$ cat config.mk
export PLATFORM = sky130hd
export DESIGN_NAME = dht11_responder
export DESIGN_NICKNAME = d
export VERILOG_FILES = /design/src/rtl/dht11_responder.sv
export SDC_FILE = /design/constraint.sdc
export NUM_CORES = 1
export LEC_CHECK = 0
export ABC_AREA = 1
export BUFFER_PORTS_ARGS = -buffer_cell sky130_fd_sc_hd__buf_2
export CAP_MARGIN = 0
export CELL_PAD_IN_SITES_DETAIL_PLACEMENT = 1
export CELL_PAD_IN_SITES_GLOBAL_PLACEMENT = 1
export CORE_MARGIN = 5
export CORE_UTILIZATION = 49
export CTS_CLUSTER_DIAMETER = 30
export CTS_CLUSTER_SIZE = 14
export DETAILED_ROUTE_END_ITERATION = 7
export GPL_ROUTABILITY_DRIVEN = 0
export PLACE_DENSITY_LB_ADDON = 0.3
export RECOVER_POWER = 50
export SLEW_MARGIN = 10
export SYNTH_ARGS = -nofsm -noshare
export SYNTH_HDL_FRONTEND = slang
export SYNTH_SLANG_ARGS = --single-unit
$ cat constraint.sdc
create_clock -name i_Clock -period 3.61 [get_ports i_Clock]
set_clock_uncertainty 0.05 [all_clocks]
set_input_delay 0 -clock i_Clock [delete_from_list [all_inputs] [get_ports i_Clock]]
set_output_delay 0 -clock i_Clock [all_outputs]
set_load 0.05 [all_outputs]
$ cat src/rtl/dht11_responder.sv
// dht11_responder: DHT11 sensor emulator answering a host start pulse with a 40-bit frame
// Ports:
//   i_Clock, i_Rst_n      clock (rising edge), asynchronous active-low reset
//   i_Bus                 sampled level of the shared open-drain data wire
//   o_Bus_Low             1 = pull the wire low, 0 = release it
//   i_Hum_Int/i_Hum_Float/i_Temp_Int/i_Temp_Float  data bytes, latched when a start is accepted
//   o_Busy                high from start acceptance to the end of the frame
//   o_Done, o_Collision   one-cycle pulses on frame completion / abort
//   i_Crc_Corrupt         only with DHT11_RESP_ERR_INJ_EN defined: flips checksum bit 0
module dht11_responder #(
    parameter int CYC_PER_US   = 100,
    parameter int START_MIN_US = 5000
) (
    input  logic       i_Clock,
    input  logic       i_Rst_n,
    input  logic       i_Bus,
    output logic       o_Bus_Low,
    input  logic [7:0] i_Hum_Int,
    input  logic [7:0] i_Hum_Float,
    input  logic [7:0] i_Temp_Int,
    input  logic [7:0] i_Temp_Float,
    output logic       o_Busy,
    output logic       o_Done,
    output logic       o_Collision
`ifdef DHT11_RESP_ERR_INJ_EN
    ,
    input  logic       i_Crc_Corrupt
`endif
);
    typedef enum logic [2:0] {
        IDLE, START_LOW, RESP_DLY, RESP_LOW, RESP_HIGH, BIT_LOW, BIT_HIGH, END_LOW
    } state_t;
    // Terminal counts are duration-1: a phase entered with cnt=0 lasts exactly N cycles
    localparam logic [23:0] START_M1 = 24'(START_MIN_US * CYC_PER_US - 1);
    localparam logic [23:0] T26_M1   = 24'(26 * CYC_PER_US - 1);
    localparam logic [23:0] T30_M1   = 24'(30 * CYC_PER_US - 1);
    localparam logic [23:0] T50_M1   = 24'(50 * CYC_PER_US - 1);
    localparam logic [23:0] T70_M1   = 24'(70 * CYC_PER_US - 1);
    localparam logic [23:0] T80_M1   = 24'(80 * CYC_PER_US - 1);

    state_t      state;
    logic [1:0]  sync;
    logic [23:0] cnt;
    logic [23:0] cnt_inc;
    logic [23:0] dur_m1;
    logic [5:0]  bit_idx;
    logic [39:0] frame;
    logic [7:0]  chk;
    logic        bus_s;
    logic        t_done;

    assign bus_s   = sync[1];
    assign cnt_inc = &cnt ? cnt : cnt + 24'd1;
    assign t_done  = cnt == dur_m1;

    always_comb begin
        chk = i_Hum_Int + i_Hum_Float + i_Temp_Int + i_Temp_Float;
`ifdef DHT11_RESP_ERR_INJ_EN
        chk = chk ^ {7'd0, i_Crc_Corrupt};
`endif
        dur_m1 = state == RESP_DLY                        ? T30_M1 :
                 (state == RESP_LOW || state == RESP_HIGH) ? T80_M1 :
                 (state == BIT_LOW || state == END_LOW)    ? T50_M1 :
                 frame[39]                                 ? T70_M1 : T26_M1;
    end

    always_ff @(posedge i_Clock or negedge i_Rst_n) begin
        if (!i_Rst_n) begin
            state       <= IDLE;
            sync        <= 2'b11;
            cnt         <= '0;
            bit_idx     <= '0;
            frame       <= '0;
            o_Bus_Low   <= 1'b0;
            o_Busy      <= 1'b0;
            o_Done      <= 1'b0;
            o_Collision <= 1'b0;
        end else begin
            sync        <= {sync[0], i_Bus};
            o_Done      <= 1'b0;
            o_Collision <= 1'b0;
            case (state)
                IDLE: begin
                    if (!bus_s) begin
                        state <= START_LOW;
                        cnt   <= '0;
                    end
                end
                START_LOW: begin
                    if (!bus_s) begin
                        cnt <= cnt_inc;
                    end else if (cnt >= START_M1) begin
                        state   <= RESP_DLY;
                        cnt     <= '0;
                        bit_idx <= '0;
                        o_Busy  <= 1'b1;
                        frame   <= {i_Hum_Int, i_Hum_Float, i_Temp_Int, i_Temp_Float, chk};
                    end else begin
                        state <= IDLE;
                    end
                end
                RESP_DLY: begin
                    if (t_done) begin
                        state     <= RESP_LOW;
                        cnt       <= '0;
                        o_Bus_Low <= 1'b1;
                    end else begin
                        cnt <= cnt_inc;
                    end
                end
                RESP_LOW, BIT_LOW: begin
                    if (t_done) begin
                        state     <= state == RESP_LOW ? RESP_HIGH : BIT_HIGH;
                        cnt       <= '0;
                        o_Bus_Low <= 1'b0;
                    end else begin
                        cnt <= cnt_inc;
                    end
                end
                RESP_HIGH, BIT_HIGH: begin
                    // The first two released cycles still show our own low through the synchronizer
                    if (!bus_s && cnt >= 24'd2) begin
                        state       <= IDLE;
                        cnt         <= '0;
                        o_Bus_Low   <= 1'b0;
                        o_Busy      <= 1'b0;
                        o_Collision <= 1'b1;
                    end else if (t_done) begin
                        cnt       <= '0;
                        o_Bus_Low <= 1'b1;
                        if (state == RESP_HIGH) begin
                            state <= BIT_LOW;
                        end else if (bit_idx == 6'd39) begin
                            state <= END_LOW;
                        end else begin
                            state   <= BIT_LOW;
                            bit_idx <= bit_idx + 6'd1;
                            frame   <= frame << 1;
                        end
                    end else begin
                        cnt <= cnt_inc;
                    end
                end
                END_LOW: begin
                    if (t_done) begin
                        state     <= IDLE;
                        cnt       <= '0;
                        o_Bus_Low <= 1'b0;
                        o_Busy    <= 1'b0;
                        o_Done    <= 1'b1;
                    end else begin
                        cnt <= cnt_inc;
                    end
                end
                default: state <= IDLE;
            endcase
        end
    end
endmodule

==> impl_metrics.py, run 1 <==
metrics = {
    "global_routing": {
        "grt_max_degree": 91,
        "antenna_found_initial": 0,
        "gr-total-overflow": 0,
        "grt_pass1_wl_um": 35100,
        "grtUsageTotal": 0.314,
        "grt_pass1_vias": 6446,
    },
    "detailed_routing": {
        "vias": 5915,
        "wl_met2_um": 10900,
        "wl_met3_um": 1030,
        "wirelength_um": 21700,
        "wl_met1_um": 8740,
        "drtPass1Iterations": 5,
        "antenna_left": 0,
        "wl_per_cell_um": 21.9,
        "drtIter0Drc": 351,
        "topRoutingLayerUsed": "met4",
        "vias_per_cell": 5.96,
        "drc": 0,
    },
    "sta": {
        "slew_headroom": -0.405,
        "min_period_over_period": 0.871,
        "finalMaxSlewViolations": 80,
        "hold_viol_final": 0,
        "finalSetupTns_ps": 0,
        "post-route-min-period_ps": 3140,
        "worst_pin_slew_ps": 2110,
        "clock.fmax_ghz": 0.318,
        "setup_viol": 0,
        "grt_setup_unrepaired": "false",
    },
    "setup_path": {
        "worst_setup_path_end_kind": "register",
        "required_ps": 3830,
        "path_class": "primary input to register",
        "start_kind": "primary input",
        "critPathMaxFanout": 3,
        "rr_worst_depth": 14,
        "arrival_ps": 3370,
    },
    "logic_synthesis": {
        "synth_nets": 850,
        "ys_seq_elements": 79,
        "ys_async_sr_fraction": 1.00,
        "synthAdderAreaFrac": 0.0685,
        "synthSimpleGateAreaFrac": 0.347,
        "synth_edf_count": 0,
        "synth_compound_area_frac": 0.0892,
        "synth_ff_type": "dfrtp_1",
        "ys_warn_count": 0,
        "syn_avg_cell_area_um2": 7.48,
        "synthesis.area_mm2": 0.00592,
        "synth_top_family_by_area": "simple AND/OR/NAND/NOR gates",
        "synth.mux.area_fraction": 0.0609,
        "synthXorXnorAreaFrac": 0.0222,
        "synth_cells": 791,
        "synth-seq-area-share": 0.334,
        "synthDistinctLibCells": 38,
    },
    "clocking": {
        "cts_root_buf": "clkbuf_16",
        "clk-insertion-delay-late_ps": 360,
        "clk_pin_slew_ps": 60,
        "clkSinkCount": 79,
        "cts_buffer_depth": 2,
        "cts_buffers": 9,
        "post-cts-setup-buffer-count": 0,
        "tritoncts": "yes",
        "h-tree-depth": 3,
    },
    "place": {
        "hpwlAfterDp_um": 13900,
        "dpl_cell_area_mm2": 0.00616,
        "dp.cells": 953,
        "portBuffers": 38,
    },
    "run": {
        "drv_cap": 1,
    },
    "die": {
        "dieArea_mm2": 0.0144,
        "fp-row-count": 40,
        "coreArea_mm2": 0.0119,
        "start_util": 0.497,
        "num_io_pins": 39,
        "die_h_um": 120,
        "die_width_um": 120,
    },
    "outcome": {
        "status": "finished with violations",
        "violations": "max-capacitance violations, max-slew violations",
    },
    "pwr": {
        "seq_power_share": 0.356,
        "pwr-share-clk": 0.227,
        "switching_share": 0.444,
        "combPwrFrac": 0.417,
        "p_int_mw": 2.11,
        "peakVddDrop_uv": 439,
        "p_leak_nw": 3.38,
        "power.density_mw_per_mm2": 569,
        "p_sw_mw": 1.68,
    },
    "min_path": {
        "worstHoldPathCells": 3,
        "hp-class": "primary input to register",
    },
    "final_layout": {
        "drive_above_1_share": 0.141,
        "area_growth_pct": 12.4,
        "final_area_mm2": 0.00665,
        "antennaDiodeCount": 0,
        "layout_commonest_cell": "nand2_1",
        "fin_cells": 993,
        "nNetsFinal": 900,
        "layout_common_cells": "nand2_1, nand3_1, dfrtp_1",
    },
}
[kinds of logic after synthesis]
group                    after synthesis
AND/OR/NAND/NOR                      465
buffers and inverters                102
flip-flops                            79
AO/OA/AOI/OAI                         70
multiplexers                          36
adder cells (fa/ha/maj)               24
XOR/XNOR                              15
[state kept, by name, indices dropped and copies added, names as in the netlist]
name         cells
o_Done           1
bit_idx          6
sync             2
o_Busy           1
frame           40
o_Bus_Low        1
state            3
cnt             24
o_Collision      1
[repair_timing]
action / in CTS / in global routing
gates resized for setup: 0 / 0
endpoints found under the hold margin: 100 / 0
hold buffers: 24 / 0
[routing by layer]
metal  global-route usage  vias up
met5                    0        -
met4                0.151        0
met2                0.552      181
li1                     -     2685
met1                0.371     2979
met3               0.0547       70
[cell usage after synthesis (2+ instances only)]
cell type	n	area, µm²
a21oi_1	6	30.0
buf_2	7	35.0
buf_6	9	101
clkbuf_1	12	45.0
dfrtp_1	77	1930
dfstp_2	2	52.6
fa_1	14	280
ha_1	10	125
inv_1	68	255
inv_2	5	18.8
mux2i_1	36	360
nand2_1	245	920
nand2_2	4	25.0
nand2_4	2	22.5
nand3_1	88	440
nand3b_1	6	45.0
nand4_1	29	181
nor2_1	69	259
nor2_4	2	22.5
nor3_1	13	65.1
o21ai_0	12	60.1
o21ai_1	2	10.0
o21ai_2	44	385
or2_2	2	12.5
xnor2_1	5	43.8
xor2_1	10	87.6
[critical path, stage by stage]
cell           delay [ps]
dlygate4sd3_1         560
buf_2                 160
fa_1                  480
fa_1                  560
ha_1                  210
inv_1                  80
fa_1                  430
o31ai_1               370
xor2_1                250
mux2i_1               130
o21ai_2               140
[final timing paths]
kind / startpoint / end / slack (ps)
max in group asynchronous: i_Rst_n / frame[39]$_DFFE_PN0P_ / 1500
min in group asynchronous: i_Rst_n / cnt[3]$_DFFE_PN0P_ / 690
setup / recovery: i_Temp_Int[1] / frame[5]$_DFFE_PN0P_ / 470
hold / removal: i_Hum_Float[1] / frame[25]$_DFFE_PN0P_ / 6
setup reg to reg: cnt[0]$_DFFE_PN0P_ / frame[0]$_DFFE_PN0P_ / 760
hold reg to reg: sync[0]$_DFF_PN1_ / sync[1]$_DFF_PN1_ / 310
[per-stage QoR]
stage | hold slack, ps | power (mW) | setup slack (ps) | util
2_1_floorplan | -346 | 2.42 | 1200 | -
3_3_place_gp | 55.9 | 2.61 | 971 | 0.517
3_5_place_dp | 61.1 | 2.75 | 737 | 0.517
4_1_cts | 0.610 | 3.67 | 590 | 0.559
5_1_grt | 21.2 | 3.99 | 350 | 0.558
6_report | 5.71 | 3.79 | 467 | 0.558
[power groups by stage]
stage	Combinational, mW	Clock, mW	Sequential, mW
floorplan	1.15	0	1.27
detailed placement	1.43	0	1.32
finish	1.58	0.860	1.35
global placement	1.31	0	1.30
CTS	1.49	0.867	1.31
global route	1.71	0.905	1.37
[area by class of cell]
class,instances,area (µm²)
Fill cell,1480,5260
Multi-Input combinational cell,610,3480
Sequential cell,79,1980
Timing Repair Buffer,68,470
Inverter,73,274
Clock buffer,12,236
Tap cell,147,184
Clock inverter,4,25.0
No activity file was read; power rests on OpenSTA's default activity.
==> run 2, diff against run 1 <==
- CORE_UTILIZATION: 49 -> 46
- clock period: 3.61 -> 3.3 ns (I/O delays scaled with it)
==> run 2 against run 1 <==
The run ends with negative hold slack, max-capacitance violations, max-slew violations left. Total power rose by 17%. Combinational power rose by 11%. Utilization fell by 1.8 points. Largest power group unchanged. Highest routed layer unchanged.
==> impl_metrics.py, run 2 (synthesized netlist as in run 1, its figures left out) <==
metrics = {
    "detailed_routing": {
        "drc": 0,
        "drtPass1Iterations": 4,
        "wl_per_cell_um": 21.2,
        "vias": 5933,
        "vias_per_cell": 5.81,
        "drtIter0Drc": 394,
        "antenna_left": 0,
        "wirelength_um": 21600,
    },
    "setup_path": {
        "required_ps": 3490,
        "critPathMaxFanout": 4,
        "arrival_ps": 3390,
        "path_class": "primary input to register",
        "r2r_setup_slack_ps": 590,
        "worst_setup_path_end_kind": "register",
        "start_kind": "primary input",
    },
    "sta": {
        "finalMaxSlewViolations": 80,
        "post-route-min-period_ps": 3200,
        "hold_viol_final": 2,
        "finalSetupTns_ps": 0,
        "setup_slack_ps": 96.7,
        "min_period_over_period": 0.971,
        "setup_viol": 0,
        "clock.fmax_ghz": 0.312,
        "grt_setup_unrepaired": "false",
        "whs_ps": -21.4,
        "worst_pin_slew_ps": 2100,
        "slew_headroom": -0.397,
    },
    "final_layout": {
        "largest_register_ffs": 40,
        "postLayoutCoreUtil": 0.541,
        "layout_commonest_cell": "nand2_1",
        "fillerInstances": 1610,
        "nNetsFinal": 904,
        "antennaDiodeCount": 0,
        "layout_common_cells": "nand2_1, nand3_1, dfrtp_1",
        "top_regs": "frame (40), cnt (24), bit_idx (6)",
        "final_area_mm2": 0.00682,
        "area_growth_pct": 15.3,
        "drive_above_1_share": 0.147,
        "top_register": "frame",
    },
    "die": {
        "coreArea_mm2": 0.0126,
        "num_io_pins": 39,
        "fp-row-count": 41,
        "start_util": 0.469,
        "die_h_um": 123,
        "die_width_um": 123,
        "dieArea_mm2": 0.0152,
    },
    "global_routing": {
        "grtUsageTotal": 0.305,
        "grt_pass1_wl_um": 35500,
        "grt_pass1_vias": 6632,
        "grt_max_degree": 80,
        "gr-total-overflow": 0,
        "antenna_found_initial": 0,
    },
    "clocking": {
        "cts_buffers": 9,
        "post-cts-setup-buffer-count": 0,
        "cts_root_buf": "clkbuf_16",
        "clk-insertion-delay-late_ps": 350,
        "h-tree-depth": 3,
        "cts_buffer_depth": 2,
        "clk_pin_slew_ps": 70,
        "clkSinkCount": 79,
        "tritoncts": "yes",
    },
    "pwr": {
        "power.density_mw_per_mm2": 651,
        "combPwrFrac": 0.397,
        "p_int_mw": 2.59,
        "seq_power_share": 0.332,
        "peakVddDrop_uv": 526,
        "p_sw_mw": 1.86,
        "p_leak_nw": 3.46,
        "switching_share": 0.418,
        "fin_total_pwr_mw": 4.44,
        "pwr-share-clk": 0.272,
    },
    "place": {
        "post-place-ws_ps": 539,
        "hpwlAfterDp_um": 14200,
        "dpl_cell_area_mm2": 0.00624,
        "portBuffers": 38,
    },
    "min_path": {
        "hp-class": "primary input to register",
    },
    "outcome": {
        "violations": "negative hold slack, max-capacitance violations, max-slew violations",
        "status": "finished with violations",
    },
    "run": {
        "drv_cap": 1,
    },
}
run 2: changes by cell type in the layout (fill, tap and decap cells not counted):
cell,delta
buf_12,+2
buf_4,+1
bufinv_16,+3
clkbuf_1,-3
clkinv_4,+1
clkinvlp_4,-2
dlygate4sd3_1,+1
inv_8,+1
run 2: final cells by class:
type | instances | area [µm²] | area share
repair buffers | 72 | 528 | 0.0774
clock inverters | 7 | 120 | 0.0176
inverters | 73 | 274 | 0.0402
multi-input cells | 610 | 3480 | 0.510
flip-flops and latches | 79 | 1980 | 0.290
well taps | 172 | 215 | 0.0315
clock buffers | 9 | 225 | 0.0330
run 2: critical path, stage by stage:
cell and delay [ps]:
dlygate4sd3_1 560, buf_2 170, fa_1 680, fa_1 510, ha_1 380, a21oi_1 220
o21a_1 160, o21ai_0 180, nand3b_1 220, nand3_1 100, nand2_1 70, nand3_1 70
nand2_1 70
run 2: power by group through the flow:
stage / combinational (mW) / sequential [mW] / clock (mW)
finish: 1.76 / 1.47 / 1.21
detailed placement: 1.62 / 1.44 / 0
CTS: 1.68 / 1.44 / 1.20
floorplan: 1.26 / 1.39 / 0
global route: 1.93 / 1.50 / 1.25
global placement: 1.49 / 1.42 / 0
run 2: layer usage:
layer,track usage,wire length (µm)
met1,0.360,8700
met2,0.525,10900
met3,0.0522,895
met4,0.166,1110
met5,0,0
run 2: what timing repair did:
action | in CTS | in global routing
resized for setup | 0 | 0
endpoints found under the hold margin | 100 | 1
hold buffers | 24 | 1
setup endpoints to repair | 0 | 0
run 2: metrics by stage:
stage	instances	hold slack [ps]
2_1_floorplan	791	-346
3_3_place_gp	981	57.6
3_5_place_dp	981	64.3
4_1_cts	1021	4.85
5_1_grt	1022	21.2
6_report	1022	-21.4
run 2: final timing paths:
path                                       from               endpoint  depth (start not counted)
max                                i_Hum_Int[4]   frame[7]$_DFFE_PN0P_                         13
min                             i_Temp_Float[1]   frame[9]$_DFFE_PN0P_                          3
max reg2reg                state[1]$_DFFE_PN0P_  frame[37]$_DFFE_PN0P_                         11
min reg2reg                   sync[0]$_DFF_PN1_      sync[1]$_DFF_PN1_                          0
max in group asynchronous               i_Rst_n  frame[35]$_DFFE_PN0P_                          2
min in group asynchronous               i_Rst_n    cnt[12]$_DFFE_PN0P_                          2
